$ cat config.mk
export PLATFORM = sky130hd
export DESIGN_NAME = trig_enc_sched
export DESIGN_NICKNAME = d
export VERILOG_FILES = /design/src/rtl/trig_enc_sched_pkg.sv /design/src/rtl/trig_pend_cell.sv /design/src/rtl/trig_enc_sched.sv
export SDC_FILE = /design/constraint.sdc
export NUM_CORES = 1
export LEC_CHECK = 0
export ABC_AREA = 1
export ABC_CLOCK_PERIOD_IN_PS = 6200
export CELL_PAD_IN_SITES_DETAIL_PLACEMENT = 0
export CELL_PAD_IN_SITES_GLOBAL_PLACEMENT = 1
export CORE_UTILIZATION = 30
export DETAILED_ROUTE_END_ITERATION = 10
export GPL_TIMING_DRIVEN = 0
export PLACE_DENSITY = 0.76
export SYNTH_ARGS = -nofsm -noshare
export SYNTH_HDL_FRONTEND = slang
export SYNTH_HIERARCHICAL = 1
export SYNTH_SLANG_ARGS = --single-unit
$ cat constraint.sdc
create_clock -name CLK -period 6.2 [get_ports CLK]
set_input_delay 0.62 -clock CLK [delete_from_list [all_inputs] [get_ports CLK]]
set_output_delay 0.62 -clock CLK [all_outputs]
set_load 0.005 [all_outputs]
$ cat src/rtl/trig_enc_sched_pkg.sv
// Shared DMB constants for the trigger encoder scheduler: CFEB count, timing limits,
// slot FSM encoding and the saturating drop-counter helper.
package trig_enc_sched_pkg;

  localparam int unsigned NUM_CFEB     = 5;
  localparam int unsigned HOLD_LEN_MIN = 1;
  localparam int unsigned HOLD_LEN_MAX = 15;
  localparam int unsigned GAP_LEN_MAX  = 15;
  localparam int unsigned CNT_W        = 4;

  typedef enum logic [1:0] {
    StIdle  = 2'd0,
    StHold  = 2'd1,
    StRsync = 2'd2,
    StGap   = 2'd3
  } slot_state_e;

  // Add a small per-cycle drop count to the 8-bit counter, sticking at 8'hFF.
  function automatic logic [7:0] sat_add8(input logic [7:0] a, input logic [3:0] b);
    logic [8:0] sum;
    sum = {1'b0, a} + {5'd0, b};
    return sum[8] ? 8'hFF : sum[7:0];
  endfunction

endpackage

$ cat src/rtl/trig_pend_cell.sv
// Per-CFEB pending flags (pre-LCT and L1A-match) with drop detection.
// A pulse landing on a flag that is being loaded re-arms it and is not a drop.
module trig_pend_cell
  import trig_enc_sched_pkg::*;
(
  input  logic i_clk,
  input  logic i_rst,
  input  logic i_flush,
  input  logic i_lct,
  input  logic i_match,
  input  logic i_ld_lct,
  input  logic i_ld_match,
  output logic o_pend_lct,
  output logic o_pend_match,
  output logic o_drop_lct,
  output logic o_drop_match
);

  logic r_lct;
  logic r_match;

  // A pulse is dropped only when its flag is set and stays set this cycle.
  always_comb begin
    o_drop_lct   = i_lct & r_lct & ~i_ld_lct & ~i_flush;
    o_drop_match = i_match & r_match & ~i_ld_match & ~i_flush;
  end

  // Pending flags: flush clears and ignores pulses, otherwise set wins over load-clear.
  always_ff @(posedge i_clk) begin
    if (i_rst) begin
      r_lct   <= 1'b0;
      r_match <= 1'b0;
    end else if (i_flush) begin
      r_lct   <= 1'b0;
      r_match <= 1'b0;
    end else begin
      r_lct   <= (r_lct & ~i_ld_lct) | i_lct;
      r_match <= (r_match & ~i_ld_match) | i_match;
    end
  end

  assign o_pend_lct   = r_lct;
  assign o_pend_match = r_match;

endmodule

$ cat src/rtl/trig_enc_sched.sv
// Trigger encoder scheduler: collects per-CFEB pre-LCT / L1A-match pulses and the L1A
// broadcast into pending flags and serves them as fixed-length, gap-separated slots.
// Bypass mode passes inputs straight through with one cycle of latency.
module trig_enc_sched
  import trig_enc_sched_pkg::*;
#(
  parameter int unsigned HOLD_LEN = 2,
  parameter int unsigned GAP_LEN  = 1
) (
  input  logic       CLK,
  input  logic       RST,
  input  logic       ENCODE,
  input  logic       DCFEB_IN_USE,
  input  logic       RESYNC_RST,
  input  logic       L1ACFEB,
  input  logic [5:1] PRE_LCT_IN,
  input  logic [5:1] L1A_MATCH_IN,
  output logic [5:1] PRE_LCT_OUT,
  output logic [5:1] L1A_MATCH,
  output logic       L1ACFEB_OUT,
  output logic       RESYNC_OUT,
  output logic       SLOT_BUSY,
  output logic [7:0] DROP_CNT
);

  // Counter reload values; a count of 0 means "last cycle of this phase".
  localparam logic [CNT_W-1:0] HoldLd = CNT_W'(HOLD_LEN - 1);
  localparam logic [CNT_W-1:0] GapLd  = (GAP_LEN == 0) ? '0 : CNT_W'(GAP_LEN - 1);

  slot_state_e      r_state, w_state_d;
  logic [CNT_W-1:0] r_cnt, w_cnt_d;
  logic [5:1]       r_lct_out, w_lct_d;
  logic [5:1]       r_match_out, w_match_d;
  logic             r_l1a_out, w_l1a_d;
  logic             r_rs_out, w_rs_d;
  logic             r_busy;
  logic [7:0]       r_drop;
  logic             r_pend_l1a;

  logic [5:1]       w_pend_lct, w_pend_match;
  logic [5:1]       w_drop_lct, w_drop_match;
  logic [5:1]       w_ld_match_bits;
  logic             w_bypass, w_flush, w_any, w_load, w_drop_l1a;
  logic [3:0]       w_drop_sum;

  // Slot control: a match alone cannot open a slot, it waits for an L1A.
  always_comb begin
    w_bypass        = ~ENCODE | DCFEB_IN_USE;
    w_flush         = w_bypass | RESYNC_RST | (r_state == StRsync);
    w_any           = (|w_pend_lct) | r_pend_l1a;
    w_load          = ~w_flush & (r_state == StIdle) & w_any;
    w_ld_match_bits = w_pend_match & {5{r_pend_l1a}};
    w_drop_l1a      = L1ACFEB & r_pend_l1a & ~w_load & ~w_flush;
  end

  for (genvar g = 1; g <= NUM_CFEB; g++) begin : g_cell
    trig_pend_cell u_cell (
      .i_clk       (CLK),
      .i_rst       (RST),
      .i_flush     (w_flush),
      .i_lct       (PRE_LCT_IN[g]),
      .i_match     (L1A_MATCH_IN[g]),
      .i_ld_lct    (w_load),
      .i_ld_match  (w_load & r_pend_l1a),
      .o_pend_lct  (w_pend_lct[g]),
      .o_pend_match(w_pend_match[g]),
      .o_drop_lct  (w_drop_lct[g]),
      .o_drop_match(w_drop_match[g])
    );
  end

  // Total dropped bits this cycle (at most 11).
  always_comb begin
    w_drop_sum = {3'd0, w_drop_l1a};
    for (int i = 1; i <= NUM_CFEB; i++) begin
      w_drop_sum = w_drop_sum + {3'd0, w_drop_lct[i]} + {3'd0, w_drop_match[i]};
    end
  end

  // Next-state and next-output logic for the slot FSM.
  always_comb begin
    w_state_d = r_state;
    w_cnt_d   = r_cnt;
    w_lct_d   = r_lct_out;
    w_match_d = r_match_out;
    w_l1a_d   = r_l1a_out;
    w_rs_d    = r_rs_out;
    if (w_bypass) begin
      w_state_d = StIdle;
      w_cnt_d   = '0;
      w_lct_d   = PRE_LCT_IN;
      w_match_d = L1A_MATCH_IN;
      w_l1a_d   = L1ACFEB;
      w_rs_d    = RESYNC_RST;
    end else if (RESYNC_RST) begin
      w_state_d = StRsync;
      w_cnt_d   = HoldLd;
      w_lct_d   = '0;
      w_match_d = '0;
      w_l1a_d   = 1'b0;
      w_rs_d    = 1'b1;
    end else begin
      unique case (r_state)
        StIdle: begin
          w_lct_d   = '0;
          w_match_d = '0;
          w_l1a_d   = 1'b0;
          w_rs_d    = 1'b0;
          if (w_any) begin
            w_state_d = StHold;
            w_cnt_d   = HoldLd;
            w_lct_d   = w_pend_lct;
            w_match_d = w_ld_match_bits;
            w_l1a_d   = r_pend_l1a;
          end
        end
        StHold, StRsync: begin
          if (r_cnt == '0) begin
            w_lct_d   = '0;
            w_match_d = '0;
            w_l1a_d   = 1'b0;
            w_rs_d    = 1'b0;
            w_state_d = (GAP_LEN == 0) ? StIdle : StGap;
            w_cnt_d   = GapLd;
          end else begin
            w_cnt_d = r_cnt - 1'b1;
          end
        end
        StGap: begin
          w_lct_d   = '0;
          w_match_d = '0;
          w_l1a_d   = 1'b0;
          w_rs_d    = 1'b0;
          if (r_cnt == '0) begin
            w_state_d = StIdle;
          end else begin
            w_cnt_d = r_cnt - 1'b1;
          end
        end
        default: w_state_d = StIdle;
      endcase
    end
  end

  // State, counter, output, L1A-pending and drop-counter registers.
  always_ff @(posedge CLK) begin
    if (RST) begin
      r_state     <= StIdle;
      r_cnt       <= '0;
      r_lct_out   <= '0;
      r_match_out <= '0;
      r_l1a_out   <= 1'b0;
      r_rs_out    <= 1'b0;
      r_busy      <= 1'b0;
      r_drop      <= 8'h00;
      r_pend_l1a  <= 1'b0;
    end else begin
      r_state     <= w_state_d;
      r_cnt       <= w_cnt_d;
      r_lct_out   <= w_lct_d;
      r_match_out <= w_match_d;
      r_l1a_out   <= w_l1a_d;
      r_rs_out    <= w_rs_d;
      r_busy      <= (w_state_d != StIdle);
      r_drop      <= sat_add8(r_drop, w_drop_sum);
      r_pend_l1a  <= w_flush ? 1'b0 : ((r_pend_l1a & ~w_load) | L1ACFEB);
    end
  end

  assign PRE_LCT_OUT = r_lct_out;
  assign L1A_MATCH   = r_match_out;
  assign L1ACFEB_OUT = r_l1a_out;
  assign RESYNC_OUT  = r_rs_out;
  assign SLOT_BUSY   = r_busy;
  assign DROP_CNT    = r_drop;

endmodule

# Word level (Yosys, flattened, before mapping)
# Index checks and enable logic that the tools add are counted.
[totals]
input_bits = 16
regBits = 38
elab_cells = 147
[classes]
n_reduce_logical = 11
eq_ne = 8
n_mux = 29
n_addsub = 12
n_bitwise = 67
[op_table]
columns = ["op", "n"]
rows = [
  ["$and A1 B1 Y1", 47],
  ["$mux W5", 7],
  ["$pmux W5 S3", 2],
  ["$add A4 B1 Y4", 7],
  ["$or A1 B1 Y1", 15],
  ["$mux W4", 3],
  ["$pmux W4 S3", 1],
  ["$mux W2", 5],
  ["$add A8 B4 Y9", 1],
  ["$mux W8", 1],
  ["$reduce_or A2 Y1", 4],
  ["$mux W1", 7],
  ["$ne A3 B3 Y1 const B", 2],
  ["$pmux W2 S3", 1],
  ["$and A5 B5 Y5", 1],
  ["$reduce_or A5 Y1", 1],
  ["$add A3 B1 Y4", 1],
  ["$eq A2 B2 Y1 const B", 2],
  ["$logic_not A4 Y1", 1],
  ["$ne A2 B2 Y1 const B", 2],
  ["$ne A4 B4 Y1 const B", 1],
  ["$not A1 Y1", 4],
  ["$reduce_and A2 Y1", 2],
  ["$sub A4 B1 Y4 const B", 1],
  ["other kinds (8)", 8],
]

# Logic depth before layout (Yosys ltp)
# Gate-level depths: netlist of the first run.
[depth]
ltp_word = 22
mapped_depth = 26

# Cells and area by module
# Netlist of the first run, hierarchy kept.
[modules_own_cells]
columns = ["mod", "cells_each", "n_inst", "area_per_inst_um2"]
rows = [
  ["trig_enc_sched", 252, 1, 1840.5],
  ["trig_pend_cell", 17, 5, 108.9],
]

# Least setup slack after synthesis of the first run
# OpenSTA, ideal clock, no wires.
[synth_path]
kind = "input port to flip-flop"
from = "input port DCFEB_IN_USE"
to = "register r_drop[2] (netlist: DROP_CNT[2])"
slack_ns = 1.380
stages = 26
required_ns = 6.091
path_buffers = 0
t_arrival_ns = 4.711
path_cell_list = "inv_2 nand2_2 nor2_8 inv_2 nor2_4 nand3_2 nor2_1 inv_1 nand2_1 nor2_1 fa_1 inv_1 fa_1 fa_1 fa_1 inv_1 ha_1 fa_1 nand3_1 nand2_1 nand2_1 nand2_1 nand2_1 o21ai_0 nand2_1 inv_1"
[synth_lines]
columns = ["element", "line_no", "text"]
rows = [
  ["start: declaration", "trig_enc_sched.sv:13", "input logic DCFEB_IN_USE,"],
  ["$or A1 B1 Y1 *", "trig_enc_sched.sv:48", "w_bypass = ~ENCODE | DCFEB_IN_USE;"],
  ["$or A1 B1 Y1 * (2 in series)", "trig_enc_sched.sv:49", "w_flush = w_bypass | RESYNC_RST | (r_state == StRsync);"],
  ["$not A1 Y1 *", "trig_pend_cell.sv:25, trig_enc_sched.sv:51", ""],
  ["$and A1 B1 Y1 (2 in series)", "trig_enc_sched.sv:51", "w_load = ~w_flush & (r_state == StIdle) & w_any;"],
  ["$and A1 B1 Y1", "trig_enc_sched.sv:64", ".i_ld_match (w_load & r_pend_l1a),"],
  ["$not A1 Y1", "trig_pend_cell.sv:25", "o_drop_match = i_match & r_match & ~i_ld_match & ~i_flush;"],
  ["$and A1 B1 Y1", "trig_pend_cell.sv:25", ""],
  ["$and A1 B1 Y1 *", "trig_pend_cell.sv:25", ""],
  ["named net w_drop_match, one bit", "trig_enc_sched.sv:41", "logic [5:1] w_drop_lct, w_drop_match;"],
  ["$add A4 B1 Y4 * (7 in series)", "trig_enc_sched.sv:76", "w_drop_sum = w_drop_sum + {3'd0, w_drop_lct[i]} + {3'd0, w_drop_match[i]};"],
  ["$add A8 B4 Y9 *", "trig_enc_sched_pkg.sv:21", "sum = {1'b0, a} + {5'd0, b};"],
  ["$mux W8 *", "trig_enc_sched_pkg.sv:22", "return sum[8] ? 8'hFF : sum[7:0];"],
  ["end signal: assignment", "trig_enc_sched.sv:165", "r_drop <= sat_add8(r_drop, w_drop_sum);"],
  ["end: declaration", "trig_enc_sched.sv:37", "logic [7:0] r_drop;"],
]
# The timed path passes the listed nets; every way through them passes the cells marked *.
# A chain may end at the register's enable or synchronous reset.

# Worst setup path after layout of the first run
[layout_path]
from = "input port ENCODE"
to = "register r_drop[2] (netlist: DROP_CNT[2])"
[layout_lines]
columns = ["element", "line_no", "text"]
rows = [
  ["start: declaration", "trig_enc_sched.sv:12", "input logic ENCODE,"],
  ["$not A1 Y1 *", "trig_enc_sched.sv:48", ""],
  ["$or A1 B1 Y1 *", "trig_enc_sched.sv:48", ""],
  ["$or A1 B1 Y1 * (2 in series)", "trig_enc_sched.sv:49", ""],
  ["$not A1 Y1 *", "trig_pend_cell.sv:25, trig_enc_sched.sv:51", ""],
  ["$and A1 B1 Y1 (2 in series)", "trig_enc_sched.sv:51", ""],
  ["$and A1 B1 Y1", "trig_enc_sched.sv:64", ""],
  ["$not A1 Y1", "trig_pend_cell.sv:25", ""],
  ["$and A1 B1 Y1", "trig_pend_cell.sv:25", ""],
  ["$and A1 B1 Y1 *", "trig_pend_cell.sv:25", ""],
  ["named net w_drop_match, one bit", "trig_enc_sched.sv:41", ""],
  ["$add A4 B1 Y4 * (7 in series)", "trig_enc_sched.sv:76", ""],
  ["$add A8 B4 Y9 *", "trig_enc_sched_pkg.sv:21", ""],
  ["$mux W8 *", "trig_enc_sched_pkg.sv:22", ""],
]
# Marks and branches as above.

==> results of run 1 <==
## final timing paths
kind         depth (start not counted)                          start  slack (ns)            to
max                                 26                         ENCODE        0.73   DROP_CNT[2]
min                                  2  g_cell[4].u_cell/o_pend_match        0.49  L1A_MATCH[4]
max reg2reg                         24                     r_state[0]        1.19   DROP_CNT[2]
min reg2reg                          2  g_cell[4].u_cell/o_pend_match        0.49  L1A_MATCH[4]
## power groups by stage
stage	combinational [uW]	clock (uW)	sequential, uW
finish	65.5	219	255
floorplan	33.9	0	260
global route	72.8	237	256
CTS	65.6	227	255
detailed placement	65.3	0	260
global placement	65.3	0	260
## worst reg2reg max path, cell delays in order, from the launching register on
cell,delay (ns)
dfxtp_1,0.32
inv_1,0.12
ha_1,0.16
buf_2,0.20
nand3_2,0.13
nor2_1,0.34
inv_1,0.08
nand2_1,0.10
nor2_1,0.07
fa_1,0.50
inv_1,0.05
fa_1,0.49
fa_1,0.45
fa_1,0.51
inv_1,0.04
ha_1,0.20
fa_1,0.42
nand3_1,0.10
nand2_1,0.08
nand2_1,0.07
nand2_1,0.08
nand2_1,0.19
o21ai_0,0.12
nand2_1,0.07
inv_1,0.03
## state kept, by name (all words and copies together) (netlist names)
signal,cells
DROP_CNT,8
L1A_MATCH,5
PRE_LCT_OUT,5
g_cell.u_cell/o_pend_lct,5
g_cell.u_cell/o_pend_match,5
r_cnt,4
r_state,2
L1ACFEB_OUT,1
RESYNC_OUT,1
SLOT_BUSY,1
r_pend_l1a,1
## through the flow
step,setup slack (ns),instance area [um^2]
after floorplan,1.38,2380
after global placement,0.347,2870
after detailed placement,0.402,2870
after CTS,0.691,2990
after global routing,0.288,2990
final,0.730,2990
## routing by layer
metal | wire (um) | share of wire [%] | global-route usage (%) | up-vias
li1 | - | - | - | 1121
met1 | 2820 | 52 | 19.6 | 943
met2 | 2420 | 44 | 23.7 | 37
met3 | 174 | 3.2 | 2.76 | 6
met4 | 59 | 1.1 | 4.37 | 0
met5 | 0 | 0 | 0 | -
## cell families after synthesis
kind of cell,share of synthesized area [%]
adder cells (fa/ha/maj),13.7
buffers and inverters,13.4
flip-flops,31.9
AND/OR/NAND/NOR,28.4
AO/OA/AOI/OAI,11.4
XOR/XNOR,1.10
## layout make-up
cell class              count  area [um^2]  share of cell area, %
multi-input cells         219         1310                   43.7
clock inverters             3         45.0                   1.51
well taps                 102          128                   4.27
flip-flops and latches     38          761                   25.5
plain buffers               5         37.5                   1.26
inverters                  75          282                   9.43
repair buffers             36          360                   12.1
clock buffers               5         68.8                   2.30
## synth_stat cells
cell type / instances
buf_2: 3
o21ai_1: 9
nand3_2: 2
a31oi_1: 10
nand2_1: 78
fa_1: 7
a21oi_1: 9
a21oi_2: 10
a21boi_1: 1
o21ai_0: 5
nand4_1: 3
buf_6: 2
xnor2_1: 3
nor2_1: 30
nand3_1: 22
nor3_1: 3
nor2_8: 1
inv_1: 68
nand2_2: 6
nor2_2: 1
nor2_4: 3
ha_1: 15
dfxtp_1: 38
inv_2: 7
nand2_4: 1
==> flow_summary.ini, run 1 <==
[power_and_ir_drop]
seqPwrFrac_pct = 47.2
switching_share_pct = 25.8
powerDensity_nw_per_um2 = 181
internal_power_uw = 400
power_frac_clock_pct = 40.6
comb_power_share_pct = 12.1
peakVddDrop_mv = 0.0771
p_switching_uw = 139
p_leak_uw = 0.00137
power_uw = 539

[floorplanning]
rows = 32
die_w_um = 91.2
ioPinCount = 37
die_h_um = 91.2
coreArea_um2 = 7730
start_util_pct = 30.9
dieArea_um2 = 8310

[grt]
grt_pass1_wl_mm = 9.56
antenna_found_initial = 0
grtUsageTotal_pct = 14.6
globalRouteOverflowTotal = 0
grt_pass1_vias = 2048
grt_max_degree = 14

[run]
max-cap-violations = 0

[setup_path]
max_stage_delay_ns = 0.51
slowest_stage = fa_1
worstSetupPathType = in2reg
end_kind = flop
arrival_ns = 5.67
critical_path.startpoint_type = primary input
cpLargestDelayFamily = adder cells
cp_max_fo = 9
cp_num_buf_inv = 6
cpMostUsedCell = nand2_1
critPathRequiredTime_ns = 6.40

[sta]
hold_slack_ns = 0.489
min_period_ns = 5.47
fin_crit_sh_pct = 88.2
setup-tns-final_ns = 0
max_clock_freq_mhz = 183
worstMarginPinSlew_ns = 0.585
finalMaxSlewViolations = 0
hold_viol_final = 0
setup-violations-final = 0
finalClockSkew_ns = 0.00551
slew-limit-headroom_pct = 60.9
rsz0062_at_grt = no

[final_layout]
final_cell_mix = nand2_1 (78), inv_1 (68), dfxtp_1 (38)
areaGrowthSynthToFinish_pct = 25.2
fill_cells = 810
final_nets = 418
final_common_cell = nand2_1
antenna_cells = 0
stdcell_count = 483
drive_above_1_share_pct = 11.5
fin_util_pct = 38.6

[cts]
cts.sinks = 38
cts_buffers = 5
htreeDepth = 2
clkLatencyLatePin_ns = 0.29
post_cts_resized = 0
cts_hold_buf = 0
cts_root_buf = clkbuf_8
cts_tree = yes
path_clk_slew_ns = 0.08
clockBufferDepth = 2
post-cts-setup-buffers = 0

[synthesis]
synth_area_per_cell_um2 = 7.08
synthTopCellsByArea = dfxtp_1 (32%), nand2_1 (12%), inv_1 (11%)
synth_cell_types = 25
netlist_area_um2 = 2380
synth_top_area_share_pct = 31.9
yosysSeqAreaShare_pct = 31.9
yosysWarnings = 6
yosys.area.top_type = dfxtp_1
synthCells = 337
synth-seq-cells = 38
syn_nets = 375

[outcome]
run_status = finished clean

[hold_path]
min_path_type = reg2reg

[drt]
wl_per_cell_um = 11.3
ant_nets = 0
drt_iter0_markers = 75
vias = 2107
wl_mm = 5.47
drc = 0
dr.pass1.iters = 4
vias_per_cell = 4.36

[placement]
dp.final_hpwl_mm = 4.29
dp_cells = 475
portBuffers = 36
place.gp.congestion = 0.787
Power figures use the tool's default switching activity.
==> run 2: changes to the inputs <==
ABC_AREA = default   (was 1)
PLACE_DENSITY = 0.72   (was 0.76)
==> run 2 against run 1 <==
  * The flow now finishes with violations (DRC)
  * Hold slack barely moved
  * Power rose by 9.3%
  * Sequential cell count did not move
  * Die area fell by 0.57%
  * Via count fell by 5.8%
  * Non-clock buffer count rose by 5
  * Critical path type unchanged
  * Critical endpoint is now DROP_CNT[5]
==> flow_summary.ini, run 2 <==
[outcome]
run_status = finished with violations
failed_checks = DRC

[setup_path]
cpMostUsedCell = fa_1
end_kind = flop
max_stage_delay_ns = 0.54
critical_path.startpoint_type = primary input
critPathRequiredTime_ns = 6.36
arrival_ns = 5.99
critPathLaunch = ENCODE
slowest_stage = clkdlybuf4s50_1
crit_path_cell_trace = clkdlybuf4s50_1 > nor3b_2 > nand2_1 > a211oi_4 > and2_2 > nor2b_4 > and3b_1 > fa_1 > inv_1 > fa_1 > fa_1 > fa_1 > inv_1 > ha_1 > fa_1 > a21o_1 > a21oi_1 > a311o_1 > a31oi_1
cpLargestDelayFamily = adder cells
cp_max_fo = 5
worstSetupPathType = in2reg
timing.rr.start = r_state[0]
cp_num_buf_inv = 3

[cts]
cts_tree = yes
path_clk_slew_ns = 0.08
cts_buffers = 5
htreeDepth = 2
cts_root_buf = clkbuf_8
cts_hold_buf = 0
clkLatencyLatePin_ns = 0.30
cts.sinks = 38
clockBufferDepth = 2

[synthesis]
ys.flop_type = dfxtp_1
synth_top_area_share_pct = 32.1
async_flop_share_pct = 0
netlist_area_um2 = 2370
yosysMostFrequentCell = dfxtp_1
synth_edf_count = 0
yosys.area.top_type = dfxtp_1
synth-seq-cells = 38
yosysSeqAreaShare_pct = 32.1
yosysWarnings = 6
yosys-top-cells-count = dfxtp_1 (38), nor2_1 (26), inv_1 (19)
synth_cell_types = 55
syn_nets = 286
synth_area_per_cell_um2 = 9.56
synthTopCellsByArea = dfxtp_1 (32%), ha_1 (7.9%), fa_1 (5.9%)
synthCells = 248

[floorplanning]
coreArea_um2 = 7690
die_w_um = 90.9
die_h_um = 90.9
rows = 32
ioPinCount = 37
dieArea_um2 = 8260
start_util_pct = 30.8

[final_layout]
largest_reg_flops = 8
final_common_cell = dfxtp_1
antenna_cells = 0
drive_above_1_share_pct = 15.4
areaGrowthSynthToFinish_pct = 27.4
finalInstanceArea_um2 = 3020
fill_cells = 782
final_nets = 330
final_cell_mix = dfxtp_1 (38), clkdlybuf4s50_1 (35), nor2_1 (26)

[grt]
grt_pass1_wl_mm = 9.53
grt_pass1_vias = 1922
globalRouteOverflowTotal = 0
grt_max_degree = 17
antenna_found_initial = 0
grtUsageTotal_pct = 14.6

[power_and_ir_drop]
powerDensity_nw_per_um2 = 195
p_leak_uw = 0.00126
comb_power_share_pct = 11.3
seqPwrFrac_pct = 43.4
p_switching_uw = 131
power_frac_clock_pct = 45.3
switching_share_pct = 22.3
internal_power_uw = 458
peakVddDrop_mv = 0.113

[placement]
place.gp.congestion = 0.842
dp_slack_ns = -0.710
placed_cell_area_um2 = 2850
dp.final_hpwl_mm = 4.36
portBuffers = 35

[sta]
max_clock_freq_mhz = 172
fin_crit_sh_pct = 94.0
finalMaxSlewViolations = 0
min_period_ns = 5.83
hold_slack_ns = 0.488
worst_slack_ns = 0.371
slew-limit-headroom_pct = 52.3
setup-tns-final_ns = 0
finalClockSkew_ns = 0.00413
worstMarginPinSlew_ns = 0.710
rsz0062_at_grt = no
hold_viol_final = 0
setup-violations-final = 0

[drt]
vias_per_cell = 5.02
wl_mm = 5.68
wl_met1_mm = 2.88
top_layer_used = met4
dr_wl_met3_um = 186
ant_nets = 0
drc = 1
vias = 1984
dr_wl_met2_mm = 2.55
wl_per_cell_um = 14.4
drt_iter0_markers = 68
dr.pass1.iters = 7

[run]
max-cap-violations = 0

[hold_path]
min_path_type = reg2reg
worstHoldStart = RESYNC_OUT
## run 2: power groups by stage
stage,sequential [uW],clock [uW],combinational (uW)
floorplan,262,0,32.8
global placement,262,0,65.3
detailed placement,262,0,65.7
CTS,256,272,66.6
global route,257,279,72.4
finish,256,267,66.5
## run 2: final cells by class
cell class                 count  area (um^2)  share of cell area (%)
tap                          102          128                    4.23
buffer                         9         47.5                    1.57
multi-input combinational    182         1510                    49.8
inverter                      19         71.3                    2.36
clock buffer                   6         82.6                    2.73
clock inverter                 2         60.1                    1.99
timing repair buffer          37          365                    12.1
sequential                    38          761                    25.2
## run 2: path summary, 6_finish.rpt
check	cells after the start	slack (ns)	endpoint
hold reg to reg	2	0.49	RESYNC_OUT
hold / removal	2	0.49	RESYNC_OUT
setup reg to reg	19	0.85	DROP_CNT[5]
setup / recovery	19	0.37	DROP_CNT[5]
## run 2: tightest hold or removal path, stage by stage (launching register included)
cell and delay, ns:
dfxtp_1 0.33, a21oi_1 0.06, nor2_1 0.07
## run 2: logic make-up after synthesis
kind of cell | Yosys count | share of synthesized area (%)
AO/OA/AOI/OAI | 57 | 20.1
XOR/XNOR | 2 | 0.739
adder cells (fa/ha/maj) | 22 | 13.8
buffers and inverters | 28 | 5.01
flip-flops | 38 | 32.1
multiplexers | 1 | 0.422
AND/OR/NAND/NOR | 100 | 27.8
## run 2: per-layer routing
layer	vias up	global-route usage, %
li1	984	-
met4	0	4.50
met1	953	19.9
met2	39	23.3
met3	8	2.53
met5	-	0
## run 2: repair_timing
action / in CTS / in global routing
resized for setup: 2 / 0
endpoints found under the setup margin: 8 / 8
pin swaps: 1 / 1
setup buffers: 0 / 2
## run 2: through the flow
stage / utilization [%] / power, uW / cells
floorplan: - / 295 / 248
global placement: 37.1 / 327 / 385
detailed placement: 37.1 / 328 / 385
CTS: 39.1 / 595 / 393
global route: 39.3 / 609 / 395
finish: 39.3 / 590 / 395
